File: config.mk
export PLATFORM = sky130hd
export DESIGN_NAME = zbt_read_prefetch
export DESIGN_NICKNAME = d
export VERILOG_FILES = /design/src/rtl/zbt_read_prefetch.sv
export SDC_FILE = /design/constraint.sdc
export NUM_CORES = 1
export LEC_CHECK = 0
export ABC_CLOCK_PERIOD_IN_PS = 3600
export BUFFER_PORTS_ARGS = -buffer_cell sky130_fd_sc_hd__buf_2
export CORE_MARGIN = 1.5
export CORE_UTILIZATION = 45
export DETAILED_ROUTE_END_ITERATION = 6
export PLACE_DENSITY = 0.78
export SYNTH_ARGS = -nofsm -noshare
export SYNTH_HDL_FRONTEND = slang
export SYNTH_SLANG_ARGS = --single-unit
File: constraint.sdc
create_clock -name clock -period 3.6 [get_ports clock]
set_clock_uncertainty 0.1 [all_clocks]
set_input_delay 0.36 -clock clock [delete_from_list [all_inputs] [get_ports clock]]
set_output_delay 0.36 -clock clock [all_outputs]
set_load 0.1 [all_outputs]
File: src/rtl/zbt_read_prefetch.sv
// ZBT read prefetch: issues ring-buffer reads, hides SRAM latency in a
// word FIFO and presents a byte-advancing 32-bit window to the parser.
module zbt_read_prefetch #(
    parameter int ADDR_WIDTH   = 19,
    parameter int FIFO_LOG2    = 2,
    parameter int READ_LATENCY = 2
) (
    input  logic                  clock,
    input  logic                  reset,
    input  logic                  ZBT_Reset_Address_I,
    input  logic                  ZBT_Busy_I,
    output logic [ADDR_WIDTH-1:0] ZBT_Address_O,
    input  logic [31:0]           ZBT_Data_I,
    input  logic                  Shift_8_En_I,
    output logic                  Buffer_Empty_O,
    output logic [31:0]           Bitstream_Data_O,
    output logic [FIFO_LOG2:0]    Word_Count_O
);

    localparam int DEPTH = 1 << FIFO_LOG2;

    logic [ADDR_WIDTH-1:0]   addr_q, addr_d;
    logic [READ_LATENCY-1:0] vld_q, vld_d;
    logic [31:0]             mem_q [DEPTH];
    logic [FIFO_LOG2-1:0]    wptr_q, wptr_d;
    logic [FIFO_LOG2-1:0]    rptr_q, rptr_d;
    logic [FIFO_LOG2:0]      cnt_q, cnt_d;
    logic [63:0]             win_q, win_d;
    logic [3:0]              c_q, c_d;
    logic                    empty_q;

    int                      inflight;
    logic                    issue;
    logic                    push;
    logic                    pop;
    logic                    shift;
    logic                    fifo_full;
    logic [63:0]             win_s;
    logic [3:0]              c_s;
    logic [5:0]              shamt;

    assign push      = vld_q[READ_LATENCY-1];
    assign fifo_full = (cnt_q == (FIFO_LOG2+1)'(DEPTH));

    // Issue only when every outstanding read is guaranteed a FIFO slot.
    always_comb begin
        inflight = 0;
        for (int i = 0; i < READ_LATENCY; i++) begin
            inflight = inflight + int'(vld_q[i]);
        end
        issue = ~ZBT_Busy_I & ~ZBT_Reset_Address_I
              & ((int'(cnt_q) + inflight) < DEPTH);
    end

    // Address pointer and latency-matched valid pipe.
    always_comb begin
        addr_d   = issue ? addr_q + ADDR_WIDTH'(1) : addr_q;
        vld_d    = '0;
        vld_d[0] = issue;
        for (int i = 1; i < READ_LATENCY; i++) begin
            vld_d[i] = vld_q[i-1];
        end
        if (ZBT_Reset_Address_I) begin
            addr_d = '0;
            vld_d  = '0;
        end
    end

    // Window shift first, then refill from the FIFO when room for a word.
    always_comb begin
        shift = Shift_8_En_I & (c_q >= 4'd4);
        win_s = shift ? {win_q[55:0], 8'h00} : win_q;
        c_s   = c_q - {3'b000, shift};
        pop   = (c_s <= 4'd4) & (cnt_q != '0);
        shamt = 6'd32 - {c_s[2:0], 3'b000};
        win_d = win_s;
        c_d   = c_s;
        if (pop) begin
            win_d = win_s | ({32'h0, mem_q[rptr_q]} << shamt);
            c_d   = c_s + 4'd4;
        end
        if (ZBT_Reset_Address_I) begin
            pop   = 1'b0;
            win_d = '0;
            c_d   = '0;
        end
    end

    // FIFO pointers and occupancy; a restart flushes everything.
    always_comb begin
        wptr_d = wptr_q + (FIFO_LOG2)'(push);
        rptr_d = rptr_q + (FIFO_LOG2)'(pop);
        cnt_d  = cnt_q + (FIFO_LOG2+1)'(push) - (FIFO_LOG2+1)'(pop);
        if (ZBT_Reset_Address_I) begin
            wptr_d = '0;
            rptr_d = '0;
            cnt_d  = '0;
        end
    end

    // FIFO storage: returning read data lands here.
    always_ff @(posedge clock) begin
        if (!reset && !ZBT_Reset_Address_I && push) begin
            mem_q[wptr_q] <= ZBT_Data_I;
        end
    end

    // State registers with synchronous reset.
    always_ff @(posedge clock) begin
        if (reset) begin
            addr_q  <= '0;
            vld_q   <= '0;
            wptr_q  <= '0;
            rptr_q  <= '0;
            cnt_q   <= '0;
            win_q   <= '0;
            c_q     <= '0;
            empty_q <= 1'b1;
        end else begin
            addr_q  <= addr_d;
            vld_q   <= vld_d;
            wptr_q  <= wptr_d;
            rptr_q  <= rptr_d;
            cnt_q   <= cnt_d;
            win_q   <= win_d;
            c_q     <= c_d;
            empty_q <= (c_d < 4'd4);
        end
    end

    a_no_overflow: assert property (
        @(posedge clock) disable iff (reset || ZBT_Reset_Address_I)
        !(push && fifo_full)
    );

    assign ZBT_Address_O    = addr_q;
    assign Buffer_Empty_O   = empty_q;
    assign Bitstream_Data_O = win_q[63:32];
    assign Word_Count_O     = cnt_q;

endmodule

### Yosys cells after proc, flatten, opt, wreduce, memory -nomap -nowiden

Memories as Yosys holds them, arrays and structs flattened. A register that Yosys moved wholly into a read port is not among the register bits.
Index checks and enable logic that the tools add are counted.

| word-level totals | value |
|---|---|
| output and inout bits | 55 |
| memories | 1 |
| word-level logic and storage cells | 45 |
| memory bits (writable) | 128 |
| bits in registers | 97 |
| bits of input ports | 37 |

Memory list:

| name | words | width | rd ports | clocked after Yosys merged registers in | write ports | RTL line | RTL |
|---|---|---|---|---|---|---|---|
| mem_q | 4 | 32 | 1 | 1 | 1 | 24 | `logic [31:0] mem_q [DEPTH];` |

| operators by class | value |
|---|---|
| reductions and logical operators | 6 |
| muxes and demuxes | 8 |
| shifts and indexed selects | 1 |
| bitwise operators | 7 |
| order comparisons | 4 |
| add/subtract/negate cells | 10 |

Operators with widths:

| operator | number |
|---|---|
| 64-bit 2-to-1 mux | 2 |
| 64-bit OR | 1 |
| 32-bit by 6-bit << shifter with 64-bit output | 1 |
| 19-bit by 1-bit adder with 19-bit output, second input constant | 1 |
| 4-bit by 3-bit less-than comparator with 1-bit output, second input constant | 2 |
| 4-bit 2-to-1 mux | 2 |
| 6-bit subtractor, first input constant | 1 |
| 2-bit by 1-bit adder with 2-bit output | 2 |
| 3-bit by 2-bit adder with 4-bit output | 1 |
| 4-bit by 3-bit adder with 4-bit output, second input constant | 1 |
| 1-bit bitwise AND | 4 |
| 4-bit by 3-bit greater-or-equal comparator with 1-bit output, second input constant | 1 |
| 4-bit by 3-bit <= comparator with 1-bit output, second input constant | 1 |
| 4-bit by 1-bit subtractor with 4-bit output | 1 |
| 3-bit by 1-bit adder with 3-bit output | 1 |
| 1-bit 2-to-1 mux | 3 |
| 3-bit nonzero test | 1 |
| 3-bit by 1-bit subtractor with 3-bit output | 1 |
| 1-bit by 1-bit adder with 2-bit output | 1 |
| 1-bit logical AND | 2 |
| 1-bit zero test | 2 |
| 2-bit 2-to-1 mux | 1 |
| 1-bit inverter | 2 |
| 2-bit OR reduction | 1 |

### Logic depth before layout (Yosys ltp)

Gate-level depths: netlist of run 1.

| depth | value |
|---|---|
| depth in word-level cells | 8 |
| mapped depth | 17 |
| gate-level depth less buffers | 14 |

### Worst setup path after synthesis of run 1

OpenSTA, ideal clock, no wires.

| path | value |
|---|---|
| kind | flip-flop to flip-flop |
| start point | reg c_q[2] |
| end point | reg cnt_q[2] (netlist: Word_Count_O[2]) |
| clock period less this slack | 3.846 ns |
| setup time | 0.128 ns |
| path slack | -0.246 ns |
| stages on the path, launching flop included | 18 |
| arrival | 3.618 ns |
| path buffers | 3 |
| cells stage by stage | dfxtp_1 -> o21ai_0 -> clkbuf_1 -> clkbuf_1 -> buf_1 -> nor2_1 -> ha_1 -> xor2_1 -> ha_1 -> nand2b_1 -> o211ai_1 -> nor2_1 -> xor2_1 -> ha_1 -> inv_1 -> fa_1 -> xnor2_1 -> nor2_1 |

| between the ends | value |
|---|---|
| word-level cells in the longest chain between the ends | 7 |

RTL lines:

| item | RTL line | RTL |
|---|---|---|
| from (decl) | 29 | `logic [3:0] c_q, c_d;` |
| from (signal assigned) | 117 | `c_q <= '0;` |
| from (signal assigned) | 126 | `c_q <= c_d;` |
| 4-bit by 3-bit greater-or-equal comparator with 1-bit output | 71 | `shift = Shift_8_En_I & (c_q >= 4'd4);` |
| 1-bit bitwise AND | 71 |  |
| 4-bit by 1-bit subtractor with 4-bit output * | 73 | `c_s = c_q - {3'b000, shift};` |
| 4-bit by 3-bit <= comparator with 1-bit output * | 74 | `pop = (c_s <= 4'd4) & (cnt_q != '0);` |
| 1-bit bitwise AND * | 74 |  |
| 1-bit 2-to-1 mux * | 82 | `if (ZBT_Reset_Address_I) begin` |
| 3-bit by 1-bit subtractor with 3-bit output * | 93 | `cnt_d = cnt_q + (FIFO_LOG2+1)'(push) - (FIFO_LOG2+1)'(pop);` |
| to (signal assigned) | 124 | `cnt_q <= cnt_d;` |
| to (decl) | 27 | `logic [FIFO_LOG2:0] cnt_q, cnt_d;` |

Every way passes the cells marked *; elsewhere a longest branch is shown, timed or not.
A chain may end at the register's enable or synchronous reset.

### Worst setup path in the final report of run 1

| path | value |
|---|---|
| start point | reg c_q[2] |
| end point | reg win_q[31] |

| between the ends | value |
|---|---|
| word-level cells in the longest chain between the ends | 7 |
| elaborated cells between the ends (all ways) | 10 |

RTL lines:

| item | RTL line | RTL |
|---|---|---|
| 4-bit by 3-bit greater-or-equal comparator with 1-bit output | 71 |  |
| 1-bit bitwise AND | 71 |  |
| 4-bit by 1-bit subtractor with 4-bit output | 73 |  |
| 6-bit subtractor | 75 | `shamt = 6'd32 - {c_s[2:0], 3'b000};` |
| 32-bit by 6-bit << shifter with 64-bit output | 79 | `win_d = win_s \| ({32'h0, mem_q[rptr_q]} << shamt);` |
| 64-bit OR | 79 |  |
| 64-bit 2-to-1 mux * | 78 | `if (pop) begin` |
| to (signal assigned) | 125 | `win_q <= win_d;` |
| to (decl) | 28 | `logic [63:0] win_q, win_d;` |

Marked as above.

==> results.toml, run 1 <==
[cells_and_area]
drive_above_1_share_pct = 24.10
layout_common_cells = "128 x edfxtp_1, 96 x dfxtp_1, 91 x buf_2"
n_antenna_cell = 0
final_common_cell = "edfxtp_1"
final_util_pct = 53.69
fillerInstances = 1716
syn2layout_area_growth_pct = 16.07
num-nets-final = 893

[global_routing]
grt_max_degree = 57
grt_pass1_wl_mm = 34.04
gr-total-overflow = 0
antenna_found_initial = 0
grt_usage_pct = 19.36
grt_pass1_vias = 6358

[timing]
tightest_slew_ns = 0.8085
drv_slew = 0
fmax_mhz = 315.7
rsz0062_at_grt = "no"
max-slew-margin-rel_pct = 46.04
setup_viol = 0
final.setup.tns_ns = 0
period_needed_ns = 3.167
hold_violations = 0
finalCritPeriodShare_pct = 87.99
holdWs_ns = 0.1840

[yosys]
syn_nets = 806
async_flop_share_pct = 0
synth-seq-cells = 225
synth_fa_ha_area_share_pct = 1.228
yosysSeqAreaShare_pct = 59.13
yosysWarningCount = 0
synthCells = 760
synth.area.mux_share_pct = 10.74
yosys-top-cells-area = "edfxtp_1 39%, dfxtp_1 20%, mux4_2 7.4%"
synth_area_per_cell_um2 = 12.87
synthXorXnorAreaFrac_pct = 1.726
yosysUniqueCellTypes = 54
synth_top_area_share_pct = 39.28
synth_top_family_by_area = "simple AND/OR/NAND/NOR gates"
yosysTopAreaCell = "edfxtp_1"
yosys.area_share.simple_pct = 11.39
synth_compound_gate_area_share_pct = 11.05
syn-cell-area_um2 = 9784
synth_edf_count = 128
ys.flop_type = "edfxtp_1"

[clocking]
cts_tree = "built"
clockBufferDepth = 3
h-tree-depth = 1
clkSlewWorstSetupHoldPaths_ns = 0.06
cts_root_buf = "clkbuf_16"
ctsResizeCount = 0
cts_buffers = 22
cts.sinks = 225
clkLatencyLatePin_ns = 0.51

[run_status]
outcome = "complete, no violations"

[setup_path]
worstPathMaxFanout = 24
worstPathArrival_ns = 3.47
end_kind = "flip-flop"
worstPathRequired_ns = 3.90
worstSetupPathType = "reg -> reg"
start_kind = "flip-flop"

[power]
p_total_w = 0.005127
power.density_nw_per_um2 = 451.5
leakage_nw = 4.122
ir_worst_vdd_mv = 0.2946

[hold_path]
hold_path.class = "in -> reg"

[placed_design]
gp_congestion = 0.8113
port-buffer-count = 91
hpwl_mm = 13.61

[routing]
drt_iter0_markers = 723
viasPerCell = 5.721
vias = 6511
drc = 0
ant_nets = 0
dr.pass1.iters = 5
post_drt_wl_per_cell_um = 18.78
totalWireLength_mm = 21.38

[floorplan]
start_util_pct = 46.25
die_area_um2 = 22640
ios = 92
die_w_um = 150.5
num_rows = 53
core_um2 = 21150
dieHeight_um = 150.5

[flow_run]
drv_cap = 0
registers in the layout, summed over array words and instances (netlist names):
| name | cells |
|---|---|
| vld_q | 2 |
| c_q | 4 |
| ZBT_Address_O | 19 |
| Buffer_Empty_O | 1 |
| Word_Count_O | 3 |
| mem_q | 128 |
| rptr_q | 2 |
| wptr_q | 2 |
| win_q | 64 |
path summary, 6_finish.rpt:
| path | from | cells after the start | slack (ns) | end |
|---|---|---|---|---|
| setup reg to reg | c_q[2]$_SDFF_PP0_ | 9 | 0.43 | win_q[31]$_SDFF_PP0_ |
| hold reg to reg | vld_q[0]$_SDFF_PP0_ | 1 | 0.36 | vld_q[1]$_SDFF_PP0_ |
| hold / removal | ZBT_Reset_Address_I | 4 | 0.18 | rptr_q[0]$_SDFF_PP0_ |
| setup / recovery | c_q[2]$_SDFF_PP0_ | 9 | 0.43 | win_q[31]$_SDFF_PP0_ |
worst max-delay path, stage by stage, from the launching register on:
cell       delay (ns)
dfxtp_1          0.49
o21ai_4          0.08
nor2_1           0.10
ha_1             0.25
xor2_1           0.24
ha_1             0.27
nor2b_1          0.13
a2111oi_4        0.46
nand3_2          0.55
o221ai_1         0.39
cells in the mapped netlist, drive strengths merged, types with 2 or more instances:
cell / count
nor2b: 2
nor4b: 2
dfxtp: 97
o221ai: 31
nand2: 67
nor2: 68
or4: 2
buf: 48
a221oi: 15
xor2: 8
a2111oi: 2
nand3: 14
nand4: 2
o211ai: 4
clkbuf: 29
and3: 6
a31oi: 8
mux4: 32
xnor2: 6
o21ai: 13
o2111ai: 5
edfxtp: 128
o22ai: 16
nor3: 5
o21a: 9
or3: 28
mux2i: 33
inv: 7
and2: 22
a21oi: 13
ha: 8
nand2b: 10
a22oi: 8
power by group:
| part | switching, W | internal (W) |
|---|---|---|
| registers | 0.00000321 | 0.00271 |
| logic | 0.0000891 | 0.0000582 |
| clock network | 0.000980 | 0.00128 |
| total | 0.00107 | 0.00405 |
cell families (layout without fill, tap and decap cells):
| group | after synthesis | after routing |
|---|---|---|
| AO/OA/AOI/OAI | 130 | 130 |
| multiplexers | 65 | 65 |
| buffers and inverters | 84 | 187 |
| adder cells (fa/ha/maj) | 9 | 9 |
| flip-flops | 225 | 225 |
| AND/OR/NAND/NOR | 231 | 231 |
| XOR/XNOR | 16 | 16 |
final cells by class:
type | instances | area (um2) | area share [%]
Multi-Input combinational cell | 451 | 3571 | 31.44
Inverter | 7 | 26.28 | 0.2314
Sequential cell | 225 | 5787 | 50.95
Tap cell | 275 | 344.1 | 3.030
Timing Repair Buffer | 140 | 903.4 | 7.954
Clock buffer | 27 | 600.6 | 5.288
Clock inverter | 13 | 125.1 | 1.102
through the flow:
step	cell area, um2	setup WS (ns)	std cells
finish	11360	0.4325	1138
global route	11360	0.2017	1138
CTS	11360	0.4180	1138
detailed placement	10310	0.4393	1066
global placement	10310	0.5423	1066
floorplan	9788	0.01309	760
layer usage:
layer,GRT usage [%],vias up,routed length (um)
li1,-,3024,-
met1,27.36,3203,9518
met2,30.28,246,9921
met3,3.152,38,1379
met4,6.912,0,557
met5,0,-,0
what timing repair did:
action,in CTS,in global routing
hold buffers,32,0
buffers inserted,0,0
endpoints found under the hold margin,127,0
(Power assumes the default switching activity.)
==> run 2, diff against run 1 <==
==> config.mk (replaced) <==
export PLATFORM = sky130hd
export DESIGN_NAME = zbt_read_prefetch
export DESIGN_NICKNAME = d
export VERILOG_FILES = /design/src/rtl/zbt_read_prefetch.sv
export SDC_FILE = /design/constraint.sdc
export NUM_CORES = 1
export LEC_CHECK = 0
export BUFFER_PORTS_ARGS = -buffer_cell sky130_fd_sc_hd__buf_2
export CORE_MARGIN = 1.5
export CORE_UTILIZATION = 50
export DETAILED_ROUTE_END_ITERATION = 6
export PLACE_DENSITY_LB_ADDON = 0.1
export SYNTH_ARGS = -nofsm -noshare
export SYNTH_HDL_FRONTEND = slang
export SYNTH_SLANG_ARGS = --single-unit
==> run 2 against run 1 <==
Effect of this change: final area increased by 1.0%; utilization increased by 6.8 points; count of clock-buffer cells in the layout increased by 6; cell count decreased by 0.88%; critical endpoint is now Word_Count_O[2]$_SDFF_PP0_; largest power group unchanged; highest routed layer unchanged.
==> results.toml, run 2 (synthesis results as in run 1) <==
[cells_and_area]
finalNonFillerCells = 1128
drive_above_1_share_pct = 23.96
final_common_cell = "edfxtp_1"
largest-register = "mem_q"
syn2layout_area_growth_pct = 17.28
largest_register_ffs = 128
num-nets-final = 896
n_antenna_cell = 0
layout_common_cells = "128 x edfxtp_1, 96 x dfxtp_1, 91 x buf_2"

[power]
sw_frac_of_total_pct = 20.28
p_total_w = 0.005462
ir_worst_vdd_mv = 0.4074
intPower_w = 0.004354
p_switching_w = 0.001108
clkPwrFrac_pct = 47.5
leakage_nw = 4.186
power.density_nw_per_um2 = 476.0
seq_power_share_pct = 49.8
pwr-share-comb_pct = 2.7

[routing]
drc = 0
ant_nets = 0
post_drt_wl_per_cell_um = 20.19
totalWireLength_mm = 22.78
vias = 6574
viasPerCell = 5.828
dr.pass1.iters = 5
drt_iter0_markers = 448

[timing]
setup_viol = 0
hold_violations = 0
drv_slew = 0
setup_slack_ns = 0.4617
max-slew-margin-rel_pct = 47.56
tightest_slew_ns = 0.7857
period_needed_ns = 3.138
rsz0062_at_grt = "no"
finalCritPeriodShare_pct = 87.18
final.setup.tns_ns = 0
fmax_mhz = 318.6
holdWs_ns = 0.1662

[clocking]
cts-hold-fix-buffers = 32
clkSlewWorstSetupHoldPaths_ns = 0.06
postCtsSetupBuffers = 0
cts.sinks = 225
cts_tree = "built"
clkLatencyLatePin_ns = 0.53
h-tree-depth = 1
cts_root_buf = "clkbuf_16"
cts_buffers = 25
ctsResizeCount = 0
clockBufferDepth = 3

[run_status]
outcome = "complete, no violations"

[global_routing]
grt_usage_pct = 22.80
grt_max_degree = 63
gr-total-overflow = 0
antenna_found_initial = 0
grt_pass1_wl_mm = 35.58
grt_pass1_vias = 6524

[setup_path]
cpMaxStageDelayCell = "dfxtp_1"
worstPathArrival_ns = 3.44
end_kind = "flip-flop"
ff2ff_setup_slack_ns = 0.46
worstPathMaxFanout = 7
slowest_delay_ns = 0.50
path_delay_family = "adder cells"
worstPathRequired_ns = 3.90
start_kind = "flip-flop"
crit_chain = "o21ai_4 > nor2_1 > ha_1 > xor2_1 > ha_1 > nand2b_1 > o211ai_1 > nor2_1 > xor2_1 > ha_1 > inv_1 > fa_1 > xnor2_1 > nor2_1"
cp_num_buf_inv = 1
worstSetupPathType = "reg -> reg"

[floorplan]
die_w_um = 142.9
ios = 92
start_util_pct = 51.62
num_rows = 50
core_um2 = 18960
dieHeight_um = 142.9
die_area_um2 = 20420

[flow_run]
drv_cap = 0

[placed_design]
post-place-cells = 1051
gp_congestion = 0.8316
hpwl_mm = 14.52
post-place-ws_ns = 0.4750
port-buffer-count = 91

[hold_path]
hold_path.class = "in -> reg"
-- run 2: worst paths after layout --
kind	cells after the start	from	end
min reg2reg	1	vld_q[0]$_SDFF_PP0_	vld_q[1]$_SDFF_PP0_
min	4	ZBT_Reset_Address_I	rptr_q[0]$_SDFF_PP0_
max	14	c_q[2]$_SDFF_PP0_	Word_Count_O[2]$_SDFF_PP0_
max reg2reg	14	c_q[2]$_SDFF_PP0_	Word_Count_O[2]$_SDFF_PP0_
-- run 2: worst register-to-register path, stage by stage, from the launching register on --
cell and delay [ns]:
dfxtp_1 0.50, o21ai_4 0.08, nor2_1 0.09, ha_1 0.26, xor2_1 0.25, ha_1 0.28
nand2b_1 0.16, o211ai_1 0.13, nor2_1 0.20, xor2_1 0.17, ha_1 0.16, inv_1 0.05
fa_1 0.37, xnor2_1 0.17, nor2_1 0.05
-- run 2: per-layer routing --
| metal | share of wire, % | GRT usage [%] | vias up |
|---|---|---|---|
| li1 | - | - | 3033 |
| met1 | 44 | 31.30 | 3277 |
| met2 | 47 | 37.25 | 220 |
| met3 | 6.4 | 3.924 | 44 |
| met4 | 3.0 | 6.999 | 0 |
| met5 | 0 | 0 | - |
-- run 2: final cells by class --
cell class	count	area, um2
multi-input cells	451	3571
well taps	260	325.3
repair buffers	140	915.9
flip-flops and latches	225	5787
clock buffers	33	695.7
fillers	1501	7481
clock inverters	12	153.9
inverters	7	26.28
-- run 2: power by group through the flow --
stage                     clock, W  sequential, W  combinational, W
after global placement           0        0.00277          0.000114
final                      0.00260        0.00272          0.000147
after CTS                  0.00264        0.00272          0.000146
after global routing       0.00273        0.00272          0.000157
after floorplan                  0        0.00278         0.0000624
after detailed placement         0        0.00277          0.000118
-- run 2: per-stage QoR --
stage / instance area [um2] / util (%)
4_1_cts: 11470 / 60.53
3_5_place_dp: 10300 / 54.36
3_3_place_gp: 10300 / 54.36
5_1_grt: 11470 / 60.53
2_1_floorplan: 9788 / -
6_report: 11470 / 60.53
